`config.mk`:
```
export PLATFORM = sky130hd
export DESIGN_NAME = calc_cu
export DESIGN_NICKNAME = d
export VERILOG_FILES = /design/src/rtl/calc_pkg.sv /design/src/rtl/calc_wait_timer.sv /design/src/rtl/calc_cu.sv
export SDC_FILE = /design/constraint.sdc
export NUM_CORES = 1
export LEC_CHECK = 0
export CAP_MARGIN = 20
export CORE_MARGIN = 8
export CORE_UTILIZATION = 50
export CTS_BUF_LIST = sky130_fd_sc_hd__clkbuf_8
export DETAILED_ROUTE_END_ITERATION = 16
export HOLD_SLACK_MARGIN = 0.03
export PLACE_DENSITY = 0.82
export SETUP_SLACK_MARGIN = 0.1
export SYNTH_ARGS = -nofsm -noshare
export SYNTH_HDL_FRONTEND = slang
export SYNTH_SLANG_ARGS = --single-unit
```
`constraint.sdc`:
```
create_clock -name clk -period 1.5 [get_ports clk]
set_input_delay 0.3 -clock clk [delete_from_list [all_inputs] [get_ports clk]]
set_output_delay 0.3 -clock clk [all_outputs]
set_load 0.03 [all_outputs]
```
`src/rtl/calc_pkg.sv`:
```
// calc_pkg: shared definitions for the calculator control unit and its datapath.
//   state_t      - control unit FSM states
//   F_*          - function codes presented on F
//   SEL_L_*      - low-result source select encodings
//   SEL_OUT_*    - display mux select encodings
//   CW_*         - bit offsets of each field inside the 14-bit control word
//                  {EN_F, EN_X, EN_Y, Go_Calc, Op_Calc, Go_DIV, Sel_H, Sel_L,
//                   En_Out_H, En_Out_L, Sel_out}
package calc_pkg;

    typedef enum logic [3:0] {
        ST_IDLE,
        ST_S1,
        ST_S2,
        ST_CALC_START,
        ST_CALC_ITER,
        ST_CALC_END,
        ST_DIV_START,
        ST_DIV_ITER,
        ST_DIV_END,
        ST_MUL0,
        ST_MUL1,
        ST_MUL2,
        ST_DISP,
        ST_SHOW_A,
        ST_SHOW_B,
        ST_ERR
    } state_t;

    localparam logic [2:0] F_ADD    = 3'b000;
    localparam logic [2:0] F_SUB    = 3'b001;
    localparam logic [2:0] F_AND    = 3'b010;
    localparam logic [2:0] F_XOR    = 3'b011;
    localparam logic [2:0] F_DIV    = 3'b100;
    localparam logic [2:0] F_MUL    = 3'b101;
    localparam logic [2:0] F_SHOW_A = 3'b110;
    localparam logic [2:0] F_SHOW_B = 3'b111;

    localparam logic [1:0] SEL_L_NONE = 2'b00;
    localparam logic [1:0] SEL_L_ALU  = 2'b01;
    localparam logic [1:0] SEL_L_MUL  = 2'b10;
    localparam logic [1:0] SEL_L_DIV  = 2'b11;

    localparam logic [1:0] SEL_OUT_NONE = 2'b00;
    localparam logic [1:0] SEL_OUT_RES  = 2'b01;
    localparam logic [1:0] SEL_OUT_A    = 2'b10;
    localparam logic [1:0] SEL_OUT_B    = 2'b11;

    // Control word layout, LSB first.
    localparam int CW_W        = 14;
    localparam int CW_SEL_OUT  = 0;   // 2 bits
    localparam int CW_EN_OUT_L = 2;
    localparam int CW_EN_OUT_H = 3;
    localparam int CW_SEL_L    = 4;   // 2 bits
    localparam int CW_SEL_H    = 6;
    localparam int CW_GO_DIV   = 7;
    localparam int CW_OP_CALC  = 8;   // 2 bits
    localparam int CW_GO_CALC  = 10;
    localparam int CW_EN_Y     = 11;
    localparam int CW_EN_X     = 12;
    localparam int CW_EN_F     = 13;

endpackage

```
`src/rtl/calc_wait_timer.sv`:
```
// calc_wait_timer: iteration watchdog for the control unit.
//   clk, srst  - clock, synchronous active-high reset
//   clr        - zero the count (START states)
//   inc        - count one iteration cycle (ITER states)
//   expired    - high during the iteration cycle that completes MAX_WAIT-1
//                iterations; the FSM times out at the end of that cycle
module calc_wait_timer #(
    parameter int MAX_WAIT = 16
) (
    input  logic clk,
    input  logic srst,
    input  logic clr,
    input  logic inc,
    output logic expired
);
    localparam int W = $clog2(MAX_WAIT + 1);

    logic [W-1:0] cnt_reg;
    logic [W-1:0] cnt_next;

    always_comb begin
        cnt_next = cnt_reg;
        if (clr) begin
            cnt_next = '0;
        end else if (inc) begin
            cnt_next = cnt_reg + W'(1);
        end
    end

    always_ff @(posedge clk) begin
        if (srst) begin
            cnt_reg <= '0;
        end else begin
            cnt_reg <= cnt_next;
        end
    end

    // The count reads 0 in the first iteration cycle, so the cycle holding
    // MAX_WAIT-2 is the one in which MAX_WAIT-1 iterations have elapsed.
    assign expired = inc && (cnt_reg == W'(MAX_WAIT - 2));

endmodule

```
`src/rtl/calc_cu.sv`:
```
// calc_cu: Moore control unit sequencing the 4-bit calculator datapath.
//   clk, reset            - clock, synchronous active-high reset
//   Go, F                 - start request and function code (sampled in IDLE)
//   Done_Calc, Done_DIV   - completion flags from the ALU and divider
//   EN_F/EN_X/EN_Y        - function/operand register loads
//   Go_Calc, Op_Calc      - ALU run and operation (latched F[1:0])
//   Go_DIV                - divider run
//   Sel_H, Sel_L          - result source selects
//   En_Out_H, En_Out_L    - result register loads
//   Sel_out               - display mux select
//   Done, Err, Busy       - completion pulse, timeout pulse, not-idle
module calc_cu
    import calc_pkg::*;
#(
    parameter int MAX_WAIT = 16
) (
    input  logic       clk,
    input  logic       reset,
    input  logic       Go,
    input  logic [2:0] F,
    input  logic       Done_Calc,
    input  logic       Done_DIV,
    output logic       EN_F,
    output logic       EN_X,
    output logic       EN_Y,
    output logic       Go_Calc,
    output logic [1:0] Op_Calc,
    output logic       Go_DIV,
    output logic       Sel_H,
    output logic [1:0] Sel_L,
    output logic       En_Out_H,
    output logic       En_Out_L,
    output logic [1:0] Sel_out,
    output logic       Done,
    output logic       Err,
    output logic       Busy
);
    state_t          state_reg;
    state_t          state_next;
    logic [2:0]      f_q;
    logic [CW_W-1:0] cw;
    logic            done_w;
    logic            err_w;
    logic            tmr_clr;
    logic            tmr_inc;
    logic            tmr_expired;

    assign tmr_clr = (state_reg == ST_CALC_START) || (state_reg == ST_DIV_START);
    assign tmr_inc = (state_reg == ST_CALC_ITER)  || (state_reg == ST_DIV_ITER);

    calc_wait_timer #(
        .MAX_WAIT (MAX_WAIT)
    ) u_timer (
        .clk     (clk),
        .srst    (reset),
        .clr     (tmr_clr),
        .inc     (tmr_inc),
        .expired (tmr_expired)
    );

    always_ff @(posedge clk) begin
        if (reset) begin
            state_reg <= ST_IDLE;
            f_q       <= '0;
        end else begin
            state_reg <= state_next;
            if (state_reg == ST_IDLE && Go) begin
                f_q <= F;
            end
        end
    end

    always_comb begin
        state_next = state_reg;
        cw         = '0;
        done_w     = 1'b0;
        err_w      = 1'b0;
        cw[CW_OP_CALC +: 2] = f_q[1:0];
        unique case (state_reg)
            ST_IDLE: begin
                if (Go) state_next = ST_S1;
            end
            ST_S1: begin
                cw[CW_EN_F] = 1'b1;
                cw[CW_EN_X] = 1'b1;
                cw[CW_EN_Y] = 1'b1;
                state_next  = ST_S2;
            end
            ST_S2: begin
                cw[CW_EN_F] = 1'b1;
                if (!f_q[2])                 state_next = ST_CALC_START;
                else if (f_q == F_DIV)       state_next = ST_DIV_START;
                else if (f_q == F_MUL)       state_next = ST_MUL0;
                else if (f_q == F_SHOW_A)    state_next = ST_SHOW_A;
                else                         state_next = ST_SHOW_B;
            end
            ST_CALC_START: begin
                cw[CW_GO_CALC] = 1'b1;
                state_next = Done_Calc ? ST_CALC_END : ST_CALC_ITER;
            end
            ST_CALC_ITER: begin
                cw[CW_GO_CALC]    = 1'b1;
                cw[CW_SEL_L +: 2] = SEL_L_ALU;
                cw[CW_EN_OUT_L]   = 1'b1;
                // A done flag arriving in the timeout cycle still completes.
                if (Done_Calc)        state_next = ST_CALC_END;
                else if (tmr_expired) state_next = ST_ERR;
            end
            ST_CALC_END: begin
                cw[CW_SEL_L +: 2] = SEL_L_ALU;
                cw[CW_EN_OUT_L]   = 1'b1;
                state_next        = ST_DISP;
            end
            ST_DIV_START: begin
                cw[CW_GO_DIV] = 1'b1;
                state_next = Done_DIV ? ST_DIV_END : ST_DIV_ITER;
            end
            ST_DIV_ITER: begin
                cw[CW_GO_DIV]     = 1'b1;
                cw[CW_SEL_L +: 2] = SEL_L_DIV;
                cw[CW_EN_OUT_H]   = 1'b1;
                cw[CW_EN_OUT_L]   = 1'b1;
                if (Done_DIV)         state_next = ST_DIV_END;
                else if (tmr_expired) state_next = ST_ERR;
            end
            ST_DIV_END: begin
                cw[CW_SEL_L +: 2] = SEL_L_DIV;
                cw[CW_EN_OUT_H]   = 1'b1;
                cw[CW_EN_OUT_L]   = 1'b1;
                state_next        = ST_DISP;
            end
            ST_MUL0: begin
                cw[CW_SEL_H]      = 1'b1;
                cw[CW_SEL_L +: 2] = SEL_L_MUL;
                state_next        = ST_MUL1;
            end
            ST_MUL1, ST_MUL2: begin
                cw[CW_SEL_H]      = 1'b1;
                cw[CW_SEL_L +: 2] = SEL_L_MUL;
                cw[CW_EN_OUT_H]   = 1'b1;
                cw[CW_EN_OUT_L]   = 1'b1;
                state_next = (state_reg == ST_MUL1) ? ST_MUL2 : ST_DISP;
            end
            ST_DISP: begin
                cw[CW_SEL_OUT +: 2] = SEL_OUT_RES;
                done_w     = 1'b1;
                state_next = ST_IDLE;
            end
            ST_SHOW_A: begin
                cw[CW_SEL_OUT +: 2] = SEL_OUT_A;
                done_w     = 1'b1;
                state_next = ST_IDLE;
            end
            ST_SHOW_B: begin
                cw[CW_SEL_OUT +: 2] = SEL_OUT_B;
                done_w     = 1'b1;
                state_next = ST_IDLE;
            end
            ST_ERR: begin
                err_w      = 1'b1;
                state_next = ST_IDLE;
            end
            default: state_next = ST_IDLE;
        endcase
    end

    assign EN_F     = cw[CW_EN_F];
    assign EN_X     = cw[CW_EN_X];
    assign EN_Y     = cw[CW_EN_Y];
    assign Go_Calc  = cw[CW_GO_CALC];
    assign Op_Calc  = cw[CW_OP_CALC +: 2];
    assign Go_DIV   = cw[CW_GO_DIV];
    assign Sel_H    = cw[CW_SEL_H];
    assign Sel_L    = cw[CW_SEL_L +: 2];
    assign En_Out_H = cw[CW_EN_OUT_H];
    assign En_Out_L = cw[CW_EN_OUT_L];
    assign Sel_out  = cw[CW_SEL_OUT +: 2];
    assign Done     = done_w;
    assign Err      = err_w;
    assign Busy     = (state_reg != ST_IDLE);

endmodule

```
==> run metrics, run 1 <==
Die Y 59.50 um; stop err [ERROR DPL-0033] detailed placement checks failed during check placement.; Syn Std Cell Area 945.9 sq um; Synth Net Count 135; Synth cell types 40; status did not finish; hold buffers post-CTS 0; Die Wd 59.50 um; number of buffers added on ports 24; number of flops mapped to enable cells by yosys 0; CTS Buf Count 3; FF+latch count, synth 12; GPL Wtd Cong 0.8913; initial core utilization 0.5419; Seq/Total Area, Yosys 0.2540; clock sinks 12; cells taking the most area after synthesis dfxtp_1, nand2_1, nor2_1, o21ai_0, a21oi_1; cell taking the most area after synthesis dfxtp_1; Post-synth ARST share 0; post-synth top area share 0.2540; row count 15; Mapped Avg Cell Area 7.567 sq um; I/O pins 25; hpwl dp 2.212 mm; PostCTS Resize Cnt 71; ys flop type dfxtp_1; clk buf depth 2; buffer count from post-CTS setup fixing 15; Gate Count Post-Synth 125; stage reached clock tree synthesis; H-tree Lvls 1; Warnings, synthesis 0; clock root buffer clkbuf_8
## cells in the mapped netlist, drive strengths merged, types with 3 or more instances
cell and count:
nand2b 3, nand2 14, xor2 4, a21oi 7, dfxtp 12, o21ai 9
nor2 15, nand3 6, nor3 3, inv 6, xnor2 3, buf 10
nor2b 5
## cell families after synthesis
group | count (synthesis) | synth area share
and+or+nand+nor | 58 | 0.3254
AOI/OAI and AO/OA | 30 | 0.2222
buffers and inverters | 16 | 0.1071
DFF | 12 | 0.2540
xor gates and xnor gates | 7 | 0.06482
adders and majority gates | 2 | 0.02645
## metrics by stage
step / cells / area (sq um) / setup slack, ns / utilization
3_3_place_gp: 184 / 1329 / -0.09462 / 0.7613
3_5_place_dp: 184 / 1329 / -0.1090 / 0.7613
2_1_floorplan: 125 / 1030 / -0.05010 / -
==> inputs of run 2 (changes only) <==
==> config.mk (replaced) <==
export PLATFORM = sky130hd
export DESIGN_NAME = calc_cu
export DESIGN_NICKNAME = d
export VERILOG_FILES = /design/src/rtl/calc_pkg.sv /design/src/rtl/calc_wait_timer.sv /design/src/rtl/calc_cu.sv
export SDC_FILE = /design/constraint.sdc
export NUM_CORES = 1
export LEC_CHECK = 0
export CAP_MARGIN = 20
export CORE_AREA = 8 8 69 71
export DETAILED_ROUTE_END_ITERATION = 16
export DIE_AREA = 0 0 77 79
export PLACE_DENSITY_LB_ADDON = 0.15
export SYNTH_ARGS = -nofsm -noshare
export SYNTH_HDL_FRONTEND = slang
export SYNTH_SLANG_ARGS = --single-unit
==> run metrics, run 2 <==
Synth Net Count 135 (unchanged); Hold Violations, Final 0; area delta synth->final 71.43%; Place WS -0.09100 ns (+0.01797 ns); f_max 600.3 MHz; CP cell instances buf_6 > nor2b_4 > or3_4 > o21ai_2 > buf_6; Worst Path Buf+Inv 2; cell mode on critical path buf_6; clock root buffer clkbuf_8; H-tree Lvls 1 (unchanged); Nets 187; detailed-route wire length per cell 12.65 um; initial core utilization 0.2490 (-0.2929); worst setup margin -0.1659 ns; Final min period 1.666 ns; Max VDD drop 0.0003826 V; CP endpoint kind primary output; final hold slack 0.5031 ns; cell taking the most area after synthesis dfxtp_1; Seq/Total Area, Yosys 0.2540 (unchanged); Largest register FFs 5; post-synth top area share 0.2540 (unchanged); I/O pins 25 (unchanged); Die Wd 77 um (+29%); Critical Path Slowest Stage Cell dfxtp_2; final antenna-violating net count 0; CP startpoint state_reg[0]$_SDFFE_PP0P_; number of flops mapped to enable cells by yosys 0 (unchanged); Slew headroom 0.7815; Gate Count Post-Synth 125 (unchanged); clk buf depth 2 (unchanged); share of cells above drive strength 1 0.4686; Mapped Avg Cell Area 7.567 sq um (unchanged); vias post-DR 1043; ys flop type dfxtp_1; fin. max-slew vios 0; Synth cell types 40 (unchanged); Syn Std Cell Area 945.9 sq um (unchanged); Starting DRT DRC Count 96; Worst EP arrival 1.37 ns; # diodes 0; DRC Markers 0; hold buffers post-CTS 0 (unchanged); reg2reg start state_reg[1]$_SDFFE_PP0P_; clock sinks 12 (unchanged); cells taking the most area after synthesis dfxtp_1, nand2_1, nor2_1, o21ai_0, a21oi_1; hpwl dp 2.080 mm (-6.0%); Die Y 79 um (+33%); Startpoint Class flop; most frequent cells in the layout buf_4, nor2_1, buf_6; Critical Path RT 1.20 ns; failing checks negative setup slack; Crit Path Max Fanout 8; CTS tree yes; Post-synth ARST share 0 (unchanged); Core ar. 3799 sq um; Clock transition at path regs 0.05 ns; first-pass GRT wire length 4.926 mm; CTS Buf Count 3 (unchanged); most frequent cells after synthesis nand2_1, nor2_1, dfxtp_1, o21ai_0, a21oi_1; initial antenna violation count 0; GR Overflow Total 0; commonest non-fill, non-tap cell in the layout buf_4; row count 23 (+8); vias in the first global route 1045; Max-cap violations 0; FF+latch count, synth 12 (unchanged); power density cells 743.1 nW/um^2; GPL Wtd Cong 0.7339 (-18%); kind of cell adding the most delay to the critical path simple AND/OR/NAND/NOR gates; area post-placement 1284 sq um (-3.4%); Die ar. 6083 sq um; post-layout instance area 1622 sq um; worst hold path class reg2reg; largest net degree at the start of global routing 16; Total Routing Usage GR 0.09754; Clock Latency Late Sink 0.23 ns; TritonRoute pass-1 iters 4; number of buffers added on ports 24 (unchanged); status finished with violations; WL final 2.846 mm; Warnings, synthesis 0 (unchanged); Tightest Pin Transition 0.3291 ns; Setup CP Type reg2out; number of fillers in the final layout 394; final period utilization 1.111; Lkg Pwr 0.6986 nW; CP max stage delay 0.33 ns; vias per inst 4.636; RSZ-0062 raised after global routing true; final setup fails 14; skew final 0.001166 ns; hold_sp f_q[2]$_SDFFE_PP0P_
## run 2: cell counts after synthesis
Identical to the previous run, type by type.
## run 2: cell type report
cell class                      instances  area, sq um  area share
Multi-Input combinational cell         97        709.4      0.4375
Timing Repair Buffer                   57        538.0      0.3318
Sequential cell                        12        247.7      0.1528
Tap cell                               50        62.56     0.03858
Clock buffer                            3        41.29     0.02546
Inverter                                6        22.52     0.01389
## run 2: what timing repair did
item / 4_1_cts / 5_1_grt
gates resized for setup: 33 / 21
pin swaps: 3 / 8
buffers inserted: 10 / 6
endpoints found under the setup margin: 22 / 18
## run 2: metal layers
layer,GRT usage,up-vias,part of all wire
met3,0.03047,4,0.046
met4,0.02830,0,0.012
met2,0.1665,22,0.49
met1,0.1151,485,0.46
li1,-,532,-
met5,0,-,0
## run 2: stage by stage
stage | setup TNS (ns) | total power [mW] | utilization | instances
after global routing | -2.161 | 1.284 | 0.4269 | 225
after global placement | -0.5940 | 0.8019 | 0.3379 | 206
final | -1.120 | 1.205 | 0.4269 | 225
after detailed placement | -0.6534 | 0.8031 | 0.3379 | 206
after floorplan | -0.2708 | 0.6454 | - | 125
after CTS | -1.435 | 1.175 | 0.3995 | 219
## run 2: worst paths after layout
check / endpoint / slack (ns) / cells past startpoint
worst max-delay path: En_Out_H / -0.17 / 5
worst min-delay path: f_q[2]$_SDFFE_PP0P_ / 0.50 / 2
worst max register to register: state_reg[3]$_SDFFE_PP0P_ / -0.07 / 7
worst min register to register: f_q[2]$_SDFFE_PP0P_ / 0.50 / 2
## run 2: where the power goes
group | switching (mW) | internal, mW | total, mW | leakage (nW)
Clock | 0.106 | 0.176 | 0.282 | 0.0216
Combinational | 0.279 | 0.289 | 0.568 | 0.577
Sequential | 0.0163 | 0.338 | 0.354 | 0.0996
## run 2: cell families (layout without fill, tap and decap cells)
kind of cell / Yosys count / in the layout / synth area share
and+or+nand+nor: 58 / 58 / 0.3254
AOI/OAI and AO/OA: 30 / 30 / 0.2222
buffers and inverters: 16 / 66 / 0.1071
DFF: 12 / 12 / 0.2540
xor gates and xnor gates: 7 / 7 / 0.06482
adders and majority gates: 2 / 2 / 0.02645
## run 2: worst min-delay path: cells and delay by family (launching register included)
family	cells	cell delay, ns
DFF	1	0.34
and+or+nand+nor	1	0.07
AOI/OAI and AO/OA	1	0.05
Power figures use the tool's default switching activity.
==> inputs of run 3 (changes only) <==
--- a/config.mk
+++ b/config.mk
@@ -9,6 +9,7 @@
 export CORE_AREA = 8 8 69 71
 export DETAILED_ROUTE_END_ITERATION = 16
 export DIE_AREA = 0 0 77 79
+export HOLD_SLACK_MARGIN = 0.08
 export PLACE_DENSITY_LB_ADDON = 0.15
 export SYNTH_ARGS = -nofsm -noshare
 export SYNTH_HDL_FRONTEND = slang
==> results of run 3 <==
The final DEF is identical to that of run 2; final timing and power are the same.
